===== config.mk =====
export PLATFORM = sky130hd
export DESIGN_NAME = gate_sequencer
export DESIGN_NICKNAME = d
export VERILOG_FILES = /design/src/rtl/gate_seq_pkg.sv /design/src/rtl/and_gate.sv /design/src/rtl/key_debounce.sv /design/src/rtl/not_gate.sv /design/src/rtl/or_gate.sv /design/src/rtl/xor_gate.sv /design/src/rtl/gate_sequencer.sv
export SDC_FILE = /design/constraint.sdc
export NUM_CORES = 1
export LEC_CHECK = 0
export BUFFER_PORTS_ARGS = -buffer_cell sky130_fd_sc_hd__buf_2
export CORE_MARGIN = 3
export CORE_UTILIZATION = 45
export CTS_CLUSTER_DIAMETER = 40
export CTS_CLUSTER_SIZE = 24
export DETAILED_ROUTE_END_ITERATION = 7
export MAX_ROUTING_LAYER = met4
export PLACE_DENSITY_LB_ADDON = 0.15
export SLEW_MARGIN = 20
export SYNTH_ARGS = -nofsm -noshare
export SYNTH_HDL_FRONTEND = slang
export SYNTH_HIERARCHICAL = 1
export SYNTH_SLANG_ARGS = --single-unit

===== constraint.sdc =====
create_clock -name CLOCK_50 -period 1.8 [get_ports CLOCK_50]
set_input_delay 0.18 -clock CLOCK_50 [delete_from_list [all_inputs] [get_ports CLOCK_50]]
set_output_delay 0.18 -clock CLOCK_50 [all_outputs]
set_load 0.02 [all_outputs]

===== src/rtl/gate_seq_pkg.sv =====
// Shared types and constants for the gate sequencer: gate states, LED bit map,
// and small helpers for state stepping and one-hot select decoding.
package gate_seq_pkg;

   typedef enum logic [1:0] {
      S_AND = 2'd0,
      S_OR  = 2'd1,
      S_XOR = 2'd2,
      S_NOT = 2'd3
   } gate_state_t;

   localparam int NUM_GATES = 4;

   localparam int LED_AND  = 0;
   localparam int LED_OR   = 2;
   localparam int LED_XOR  = 4;
   localparam int LED_NOTA = 6;
   localparam int LED_NOTB = 7;

   // Wraps naturally because the state is exactly two bits wide.
   function automatic gate_state_t next_gate(input gate_state_t s, input logic rev);
      logic [1:0] n;
      n = rev ? (s - 2'd1) : (s + 2'd1);
      return gate_state_t'(n);
   endfunction

   function automatic logic [NUM_GATES-1:0] gate_onehot(input gate_state_t s);
      logic [NUM_GATES-1:0] v;
      v    = '0;
      v[s] = 1'b1;
      return v;
   endfunction

endpackage


===== src/rtl/and_gate.sv =====
// Two-input AND gate cell.
module and_gate (
   input  logic a,
   input  logic b,
   output logic y
);
   assign y = a & b;
endmodule


===== src/rtl/key_debounce.sv =====
// Active-low pushbutton conditioner: 2-flop synchroniser, stability counter and a
// one-cycle press_pulse when the debounced level falls. Releases give no event.
module key_debounce #(
   parameter int DEBOUNCE_CYCLES = 500000
) (
   input  logic clk,
   input  logic rst_n,
   input  logic key_n,
   output logic press_pulse
);

   localparam int CW = (DEBOUNCE_CYCLES > 2) ? $clog2(DEBOUNCE_CYCLES) : 1;
   localparam logic [CW-1:0] CNT_LAST = CW'(DEBOUNCE_CYCLES - 1);

   logic [1:0]    sync;
   logic          level;
   logic [CW-1:0] cnt;

   // The counter only runs while the synced input disagrees with the accepted
   // level; any bounce back to the accepted level throws the progress away.
   always_ff @(posedge clk or negedge rst_n) begin
      if (!rst_n) begin
         sync        <= 2'b11;
         level       <= 1'b1;
         cnt         <= '0;
         press_pulse <= 1'b0;
      end else begin
         sync        <= {sync[0], key_n};
         press_pulse <= 1'b0;
         if (sync[1] == level) begin
            cnt <= '0;
         end else if (cnt == CNT_LAST) begin
            level       <= sync[1];
            cnt         <= '0;
            press_pulse <= ~sync[1];
         end else begin
            cnt <= cnt + 1'b1;
         end
      end
   end

endmodule


===== src/rtl/not_gate.sv =====
// Inverter cell.
module not_gate (
   input  logic a,
   output logic y
);
   assign y = ~a;
endmodule


===== src/rtl/or_gate.sv =====
// Two-input OR gate cell.
module or_gate (
   input  logic a,
   input  logic b,
   output logic y
);
   assign y = a | b;
endmodule


===== src/rtl/xor_gate.sv =====
// Two-input XOR gate cell.
module xor_gate (
   input  logic a,
   input  logic b,
   output logic y
);
   assign y = a ^ b;
endmodule


===== src/rtl/gate_sequencer.sv =====
// Time-shares the AND/OR/XOR/NOT gates onto one display path, stepping on a
// debounced STEP press or a dwell timer. GATE_SEQ_REVERSE_EN adds a DIR input.
module gate_sequencer
   import gate_seq_pkg::*;
#(
   parameter int DWELL_CYCLES    = 50000000,
   parameter int DEBOUNCE_CYCLES = 500000
) (
   input  logic       CLOCK_50,
   input  logic       RESET_N,
   input  logic [1:0] SW,
   input  logic       STEP_N,
   input  logic       AUTO,
`ifdef GATE_SEQ_REVERSE_EN
   input  logic       DIR,
`endif
   output logic [3:0] GATE_SEL,
   output logic [1:0] RESULT,
   output logic [7:0] LEDG,
   output logic       STEP_PULSE
);

   localparam int DW = (DWELL_CYCLES > 2) ? $clog2(DWELL_CYCLES) : 1;
   localparam logic [DW-1:0] DWELL_LAST = DW'(DWELL_CYCLES - 1);

   logic [1:0]    auto_sync;
   logic [1:0]    sw_meta, sw_sync;
   logic          press;
   logic          rev;
   logic          advance;
   logic [DW-1:0] dwell;
   gate_state_t   state, next_state;
   logic          and_y, or_y, xor_y, nota_y, notb_y;
   logic [1:0]    result_d;
   logic [7:0]    ledg_d;

   key_debounce #(.DEBOUNCE_CYCLES(DEBOUNCE_CYCLES)) u_step (
      .clk         (CLOCK_50),
      .rst_n       (RESET_N),
      .key_n       (STEP_N),
      .press_pulse (press)
   );

`ifdef GATE_SEQ_REVERSE_EN
   logic [1:0] dir_sync;
   always_ff @(posedge CLOCK_50 or negedge RESET_N) begin
      if (!RESET_N) dir_sync <= 2'b00;
      else          dir_sync <= {dir_sync[0], DIR};
   end
   assign rev = dir_sync[1];
`else
   assign rev = 1'b0;
`endif

   and_gate u_and  (.a(sw_sync[0]), .b(sw_sync[1]), .y(and_y));
   or_gate  u_or   (.a(sw_sync[0]), .b(sw_sync[1]), .y(or_y));
   xor_gate u_xor  (.a(sw_sync[0]), .b(sw_sync[1]), .y(xor_y));
   not_gate u_nota (.a(sw_sync[0]), .y(nota_y));
   not_gate u_notb (.a(sw_sync[1]), .y(notb_y));

   // A press and a dwell expiry in the same cycle collapse into one advance.
   assign advance    = press | (auto_sync[1] & (dwell == DWELL_LAST));
   assign next_state = advance ? next_gate(state, rev) : state;

   always_comb begin
      result_d = 2'b00;
      ledg_d   = 8'h00;
      case (next_state)
         S_AND: begin result_d[0] = and_y; ledg_d[LED_AND] = and_y; end
         S_OR:  begin result_d[0] = or_y;  ledg_d[LED_OR]  = or_y;  end
         S_XOR: begin result_d[0] = xor_y; ledg_d[LED_XOR] = xor_y; end
         S_NOT: begin
            result_d         = {notb_y, nota_y};
            ledg_d[LED_NOTA] = nota_y;
            ledg_d[LED_NOTB] = notb_y;
         end
         default: ;
      endcase
   end

   always_ff @(posedge CLOCK_50 or negedge RESET_N) begin
      if (!RESET_N) begin
         auto_sync  <= 2'b00;
         sw_meta    <= 2'b00;
         sw_sync    <= 2'b00;
         dwell      <= '0;
         state      <= S_AND;
         GATE_SEL   <= 4'b0001;
         RESULT     <= 2'b00;
         LEDG       <= 8'h00;
         STEP_PULSE <= 1'b0;
      end else begin
         auto_sync  <= {auto_sync[0], AUTO};
         sw_meta    <= SW;
         sw_sync    <= sw_meta;
         dwell      <= (advance || !auto_sync[1]) ? '0 : dwell + 1'b1;
         state      <= next_state;
         GATE_SEL   <= gate_onehot(next_state);
         RESULT     <= result_d;
         LEDG       <= ledg_d;
         STEP_PULSE <= advance;
      end
   end

endmodule


======== Word level (Yosys, flattened, before mapping) ========
Index checks and enable logic that the tools add are counted.
W data, S select, Z words.
cells by class
  $add $sub $neg .......................... 3
  $lt $le $gt $ge ......................... 2
  equal/unequal tests ..................... 6
  muxes and demuxes ....................... 14
  bitwise logic cells ..................... 9
  reduce and logical (&&, ||, !) cells .... 5
operators with widths
  kind                     number
  $mux W19                 2
  $add A26 B1 Y26 const B  1
  $eq A26 B26 Y1 const B   1
  $mux W26                 1
  $add A19 B1 Y19 const B  1
  $eq A19 B19 Y1 const B   1
  $mux W1                  7
  $eq A2 B2 Y1 const B     2
  $mux W2                  2
  $not A1 Y1               4
  $pmux W1 S4              1
  $lt A2 B3 Y1 const B     1
  $add A2 B1 Y2 const B    1
  $and A1 B1 Y1            2
  $demux W1 S2             1
  $eq A2 B1 Y1 const B     1
  $ge A2 B1 Y1 const B     1
  $logic_not A2 Y1         1
  $or A1 B1 Y1             2
  $reduce_and A2 Y1        1
  $eq A1 B1 Y1             1
  $logic_and A1 B1 Y1      1
  $logic_not A1 Y1         1
  $logic_or A1 B1 Y1       1
  $xor A1 B1 Y1            1
word-level totals
  bits in registers ....................... 69
  input bits .............................. 6
  output and inout port bits .............. 15
  logic and storage cells ................. 52

======== Logic depth before layout (Yosys ltp) ========
Gate-level depths: netlist (run 1).
  word-level depth ........................ 8
  gate-level depth with buffers ........... 8
  depth with buffers taken out ............ 6

======== Hierarchy ========
Netlist (run 1), hierarchy kept.
modules (own cells, without submodules)
  module          times used  cells an instance  area an instance (um^2)  sequential area each (um^2)
  gate_sequencer  1           191                2042.0                   1127.3
  key_debounce    1           110                1122.3                   579.3
  xor_gate        1           1                  8.8                      0.0
  not_gate        2           1                  3.8                      0.0
  and_gate        1           1                  6.3                      0.0
  or_gate         1           1                  6.3                      0.0

======== Worst setup path after synthesis (run 1) ========
No wires, ideal clock.
  path type ............................... register to register
  start point ............................. register dwell[0]
  end point ............................... register RESULT[0]
  setup time .............................. 0.087 ns
  arrival time ............................ 1.679 ns
  data required time ...................... 1.713 ns
  slack ................................... 0.034 ns
  stages on the path, launching flop included .. 8
  buffers on the path ..................... 1
  period minus slack after synthesis ...... 1.766 ns
  cells stage by stage .................... dfrtp_1 ha_1 nand3_1 nor2_1 a41oi_2 buf_6 mux2_4 a211oi_2
between the ends
  cells in the longest elaborated chain, start to end .. 6
  elaborated cells between the ends (all ways) .. 9
  classes of those cells .................. 4 x eq/ne; 2 x mux; 2 x bitwise; 1 x reduce/logical
ends and longest elaborated chain
  element                               line                  text
  from (decl)                           gate_sequencer.sv:31  logic [DW-1:0] dwell;
  from (signal assigned)                gate_sequencer.sv:96  dwell <= (advance || !auto_sync[1]) ? '0 : dwell + 1'b1;
  $eq A26 B26 Y1 *                      gate_sequencer.sv:62  assign advance = press | (auto_sync[1] & (dwell == DWELL_LAST));
  $and A1 B1 Y1 *                       gate_sequencer.sv:62
  $or A1 B1 Y1 *                        gate_sequencer.sv:62
  $mux W2 *                             gate_sequencer.sv:63  assign next_state = advance ? next_gate(state, rev) : state;
  $eq A2 B2 Y1 (tied with other cells)  gate_sequencer.sv:68  case (next_state)
  $pmux W1 S4 *                         gate_sequencer.sv:68
  via result_d[0]                       gate_sequencer.sv:34  logic [1:0] result_d;
  to (signal assigned)                  gate_sequencer.sv:99  RESULT <= result_d;
  to (decl)                             gate_sequencer.sv:18  output logic [1:0] RESULT,
The timed path passes the listed nets; every way through them passes the cells marked *.
A chain may end at the register's enable or synchronous reset.

======== Worst setup path after layout (run 1) ========
  start point ............................. register dwell[9]
  end point ............................... register LEDG[2]
between the ends
  cells in the longest elaborated chain, start to end .. 6
ends and longest elaborated chain
  element               line                   text
  $eq A26 B26 Y1        gate_sequencer.sv:62
  $and A1 B1 Y1         gate_sequencer.sv:62
  $or A1 B1 Y1          gate_sequencer.sv:62
  $mux W2               gate_sequencer.sv:63
  via next_state[0]     gate_sequencer.sv:32   gate_state_t state, next_state;
  $eq A2 B1 Y1          gate_sequencer.sv:68
  $mux W1               gate_sequencer.sv:68
  via ledg_d[2]         gate_sequencer.sv:35   logic [7:0] ledg_d;
  to (signal assigned)  gate_sequencer.sv:100  LEDG <= ledg_d;
  to (decl)             gate_sequencer.sv:19   output logic [7:0] LEDG,
The timed path passes the listed nets, and every way through them passes these cells.

==> results of run 1 <==
state kept, by name, indices dropped and copies added, names as in the netlist:
| name | count |
|---|---|
| dwell | 26 |
| u_step/cnt | 19 |
| LEDG | 5 |
| GATE_SEL | 4 |
| auto_sync | 2 |
| state | 2 |
| sw_meta | 2 |
| sw_sync | 2 |
| u_step/sync | 2 |
| RESULT | 1 |
| STEP_PULSE | 1 |
| u_step/level | 1 |
| u_step/press_pulse | 1 |
path summary, 6_finish.rpt:
kind | startpoint | to | slack, ns | cells after the start
setup / recovery | dwell[9]$_DFF_PN0_ | LEDG[2]$_DFF_PN0_ | 0.05 | 6
min in group asynchronous | RESET_N | GATE_SEL[2]$_DFF_PN0_ | 0.37 | 2
hold reg to reg | sw_meta[1]$_DFF_PN0_ | sw_sync[1]$_DFF_PN0_ | 0.35 | 0
max in group asynchronous | RESET_N | dwell[14]$_DFF_PN0_ | 0.78 | 3
setup reg to reg | dwell[9]$_DFF_PN0_ | LEDG[2]$_DFF_PN0_ | 0.05 | 6
hold / removal | sw_meta[1]$_DFF_PN0_ | sw_sync[1]$_DFF_PN0_ | 0.35 | 0
cell type report:
class / instances / share of cell area, %
Tap cell: 96 / 2.90
Timing Repair Buffer: 66 / 12.1
Inverter: 12 / 1.09
Clock inverter: 7 / 2.96
Sequential cell: 68 / 41.3
Multi-Input combinational cell: 214 / 36.6
Clock buffer: 9 / 2.99
metal layers:
metal  global-route usage, %  wire, um  up-vias
met1                    23.1      2980     1123
met5                       -         0        -
met4                    6.38       112        0
met2                    25.9      3020       24
met3                    4.44       160       10
li1                        -         -     1159
Yosys cell counts, drive strengths merged:
| library cell | instances | share of area (%) |
|---|---|---|
| dfrtp | 64 | 50 |
| nor2 | 52 | 6.1 |
| xnor2 | 32 | 9.0 |
| nand2 | 20 | 2.4 |
| nand3 | 15 | 2.4 |
| inv | 12 | 1.4 |
| nand4 | 12 | 2.5 |
| nor3 | 12 | 1.9 |
| buf | 10 | 2.0 |
| nor4 | 10 | 2.2 |
| xor2 | 10 | 2.7 |
| and2 | 5 | 0.98 |
| and3 | 5 | 0.98 |
| and4 | 5 | 1.4 |
| clkbuf | 4 | 0.51 |
| dfstp | 4 | 3.3 |
| mux2i | 4 | 1.3 |
| nor4b | 4 | 1.5 |
| mux2 | 3 | 1.2 |
| o21ai | 3 | 0.47 |
| or2 | 3 | 0.59 |
| a21oi | 2 | 0.43 |
| ha | 2 | 0.78 |
| nand2b | 2 | 0.39 |
| a211oi | 1 | 0.39 |
| a31o | 1 | 0.27 |
| a41oi | 1 | 0.51 |
| and3b | 1 | 0.27 |
| conb | 1 | 0.12 |
| nor2b | 1 | 0.20 |
| nor3b | 1 | 0.24 |
| nor4bb | 1 | 0.31 |
| o31ai | 1 | 0.67 |
| or3 | 1 | 0.20 |
| or4 | 1 | 0.35 |
through the flow:
| stage | cells | total power (uW) |
|---|---|---|
| finish | 472 | 3250 |
| global route | 472 | 3400 |
| CTS | 470 | 3300 |
| detailed placement | 448 | 1730 |
| global placement | 448 | 1730 |
| floorplan | 308 | 1660 |
logic make-up (layout without fill, tap and decap cells):
kind of cell               count (synthesis)  after routing  share of synthesized area, %
buffers and inverters                     26             94                          3.96
AOI/OAI and AO/OA                          9              9                          2.74
DFF                                       68             68                          53.4
and+or+nand+nor                          151            151                          24.8
muxes                                      7              7                          2.43
adders and majority gates                  2              2                         0.784
other                                      1              3                         0.117
xor gates and xnor gates                  42             42                          11.8
report_power, final:
part / leakage, uW / total [uW] / internal (uW) / switching [uW]
Combinational: 0.000790 / 145 / 60.1 / 85.0
Clock: 0.000116 / 1540 / 929 / 606
Sequential: 0.000913 / 1570 / 1550 / 16.1
Total: 0.00182 / 3250 / 2540 / 707
repair_timing:
item | 4_1_cts | 5_1_grt
endpoints found under the setup margin | 14 | 38
setup buffers | 1 | 2
pin swaps | 1 | 9
hold buffers | 5 | 0
hold endpoints to repair | 25 | 0
resized for setup | 3 | 29
gates cloned | 0 | 0
==> out/metrics.yaml, run 1 <==
status: "finished, final reports clean"
cpPeakStageDelay_ns: 0.39
post-route-util_pct: 60.5
path_buf_inv: 1
grt_pass1_wl_mm: 11.1
port_buffers: 17
cts_made_buffers: 9
seq_area_frac_synth_pct: 53.4
slew_headroom_pct: 62.4
holdWs_ns: 0.353
fin_area_um2: 4140
rsz0062_at_grt: "yes"
antennaDiodeCount: 0
wl_per_cell_um: 13.3
place_area_um2: 3660
dieHeight_um: 90.2
vias: 2316
grtUsageTotal_pct: 17.4
p_leak_uw: 0.00182
synth_cells: 306
hold_path_class: "reg2reg"
synth_cell_type_count: 47
synth_area_um2: 3190
clkLatencyLatePin_ns: 0.34
period_needed_ns: 1.75
ant_nets: 0
core-area_um2: 6830
mostFrequentLayoutCells: "dfrtp_1, nor2_1, buf_4, xnor2_1, nand2_1"
cts_sinks: 68
gr-total-overflow: 0
vias_per_cell: 4.91
cp_data_required_time_ns: 2.03
antenna_found_initial: 0
worstSetupPathType: "reg2reg"
path_delay_family: "simple AND/OR/NAND/NOR gates"
multi_input_area_um2: 1510
setup_violations: 0
cts_root_buf: "clkbuf_8"
initial_core_util_pct: 46.7
arrival_ns: 1.98
drive_gt1_share_pct: 31.1
fmax_mhz: 570
first_global_vias: 2326
area_growth_pct: 29.5
avgSynthCellArea_um2: 10.4
drt_iter0_markers: 96
grt_start_max_net_pins: 29
gp_congestion: 0.791
die_area_um2: 8140
slew_violations: 0
dr.pass1.iters: 4
setup_tns_ns: 0
cts_tree: "yes"
cp_cell_sequence: "nor4b_2 -> and4_1 -> a41oi_4 -> buf_6 -> xnor2_4 -> and3b_1"
start_kind: "register"
cp-end-kind: "register"
hold_viol_final: 0
clk_path_buf_depth: 2
drc: 0
crit_fanout: 6
die_x_um: 90.2
period_share_pct: 97.4
num-fill-cells: 588
yosysWarnings: 6
clk_pin_slew_worst_paths_ns: 0.08
h-tree-depth: 3
clock_skew_ns: 0.00747
ir_drop_mv: 0.529
power.density_nw_per_um2: 785
dpl.hpwl_mm: 4.29
wl_mm: 6.28
final_common_cell: "dfrtp_1"
ff_latch_area_um2: 1710
worst_pin_slew_ns: 0.564
crit_slowest_cell: "dfrtp_1"
worst_slack_ns: 0.0466
core.rowCount: 30
synth_seq_cells: 68
num_io_pins: 21
post-place-ws_ns: -0.0147
max_cap_viol_count: 0
fin_nets: 379
No activity file was read; power rests on OpenSTA's default activity.
==> run 2: changes to the inputs <==
Settings changed: CORE_UTILIZATION 45 to 54.
==> out/metrics.yaml, run 2 (synthesis gave the netlist of run 1 again) <==
initial_core_util_pct: 56.9
num_io_pins: 21
pwr-share-clk_pct: 39.6
drt_iter0_markers: 118
timing.rr.start: "dwell[11]$_DFF_PN0_"
wl_per_cell_um: 13.7
hold_viol_final: 0
hold_start: "sw_meta[0]$_DFF_PN0_"
area_growth_pct: 24.9
wl_mm: 6.14
p_leak_uw: 0.00174
power.net_switching_uw: 684
cpPeakStageDelay_ns: 0.41
mostFrequentLayoutCells: "dfrtp_1, nor2_1, buf_4, xnor2_1, nand2_1"
p_comb_share_pct: 4.9
post-route-util_pct: 71.1
rsz0062_at_grt: "yes"
internal_power_uw: 2140
hold_path_class: "reg2reg"
clk_pin_slew_worst_paths_ns: 0.08
num-fill-cells: 407
dr.pass1.iters: 4
violations: "setup timing"
clk_path_buf_depth: 2
cp_cell_sequence: "nor4bb_2 -> and4_1 -> a41oi_4 -> mux2_4 -> a211oi_2"
cp_data_required_time_ns: 2.06
setup_violations: 2
worst_pin_slew_ns: 0.602
drc: 0
holdWs_ns: 0.355
grt_start_max_net_pins: 25
dpl.hpwl_mm: 4.24
crit_slowest_cell: "dfrtp_1"
ff_latch_area_um2: 1710
top_regs: "dwell x26, u_step/cnt x19, LEDG x5"
h-tree-depth: 3
vias_per_cell: 5.20
crit_path_start: "dwell[11]$_DFF_PN0_"
final_common_cell: "dfrtp_1"
worst_slack_ns: -0.00733
period_needed_ns: 1.81
port_buffers: 17
swShare_pct: 24.2
ant_nets: 0
cts_sinks: 68
start_kind: "register"
power.density_nw_per_um2: 709
worstSetupPathType: "reg2reg"
period_share_pct: 100
grt_pass1_wl_mm: 10.3
drive_gt1_share_pct: 29.6
crit_fanout: 6
arrival_ns: 2.07
fmax_mhz: 553
multi_input_area_um2: 1480
cts_made_buffers: 9
vias: 2324
fin_nets: 378
grtUsageTotal_pct: 19.2
gr-total-overflow: 0
clock_skew_ns: 0.0124
pwr-share-seq_pct: 55.5
antenna_found_initial: 0
slew_headroom_pct: 59.9
first_global_vias: 2236
largest_register: "dwell"
slew_violations: 0
ir_drop_mv: 0.740
cp-end-kind: "register"
die_area_um2: 6870
core-area_um2: 5610
max_cap_viol_count: 0
core.rowCount: 27
cts_root_buf: "clkbuf_8"
status: "finished with violations"
cts_tree: "yes"
gp_congestion: 0.849
clkLatencyLatePin_ns: 0.35
die_x_um: 82.9
dieHeight_um: 82.9
antennaDiodeCount: 0
largest_reg_flops: 26
## run 2: layer usage
layer  routed length [um]  track usage, %  vias to the layer above
met5                    0               -                        -
met4                  102            8.62                        0
met3                  193            4.96                       10
met2                 3010            29.7                       44
met1                 2840            23.7                     1113
li1                     -               -                     1157
## run 2: power groups by stage
stage               Sequential [uW]  Clock, uW  Combinational [uW]
finish                         1570       1120                 138
global route                   1570       1220                 154
CTS                            1570       1150                 140
detailed placement             1600          0                 130
global placement               1600          0                 127
floorplan                      1600          0                58.7
## run 2: layout make-up
class | instances | area share, %
clock inverter | 6 | 1.00
sequential | 68 | 42.8
clock buffer | 10 | 3.45
multi-input combinational | 214 | 37.1
timing repair buffer | 65 | 12.2
inverter | 12 | 1.13
tap | 72 | 2.26
## run 2: stage by stage
stage	setup slack, ns	power, uW	instances	instance area (um2)	TNS [ns]
after floorplan	0.0338	1660	308	3200	0
after global placement	-0.00341	1720	425	3630	-0.00876
after detailed placement	-0.0761	1730	425	3630	-0.292
after CTS	-0.0194	2860	446	3900	-0.0506
after global routing	-0.107	2940	447	3990	-0.876
final	-0.00733	2830	447	3990	-0.0107
## run 2: worst paths after layout
path	slack, ns	cells past startpoint	end
setup / recovery	-0.007	5	RESULT[0]$_DFF_PN0_
max in group asynchronous	0.82	3	u_step/sync[0]$_DFF_PN1_
hold / removal	0.35	0	sw_sync[0]$_DFF_PN0_
min in group asynchronous	0.36	2	dwell[4]$_DFF_PN0_
hold reg to reg	0.35	0	sw_sync[0]$_DFF_PN0_
setup reg to reg	-0.007	5	RESULT[0]$_DFF_PN0_
## run 2: worst max-delay path, delay by kind of cell (launching register included)
family          cells  cell delay (ns)
simple gates        2             0.57
flops               1             0.41
compound gates      2             0.39
mux                 1             0.34
## run 2: repair_timing
action	in CTS	in global routing
hold buffers	5	0
endpoints found under the setup margin	6	43
buffers inserted	0	1
hold endpoints to repair	26	0
resized for setup	6	16
pin swaps	4	2
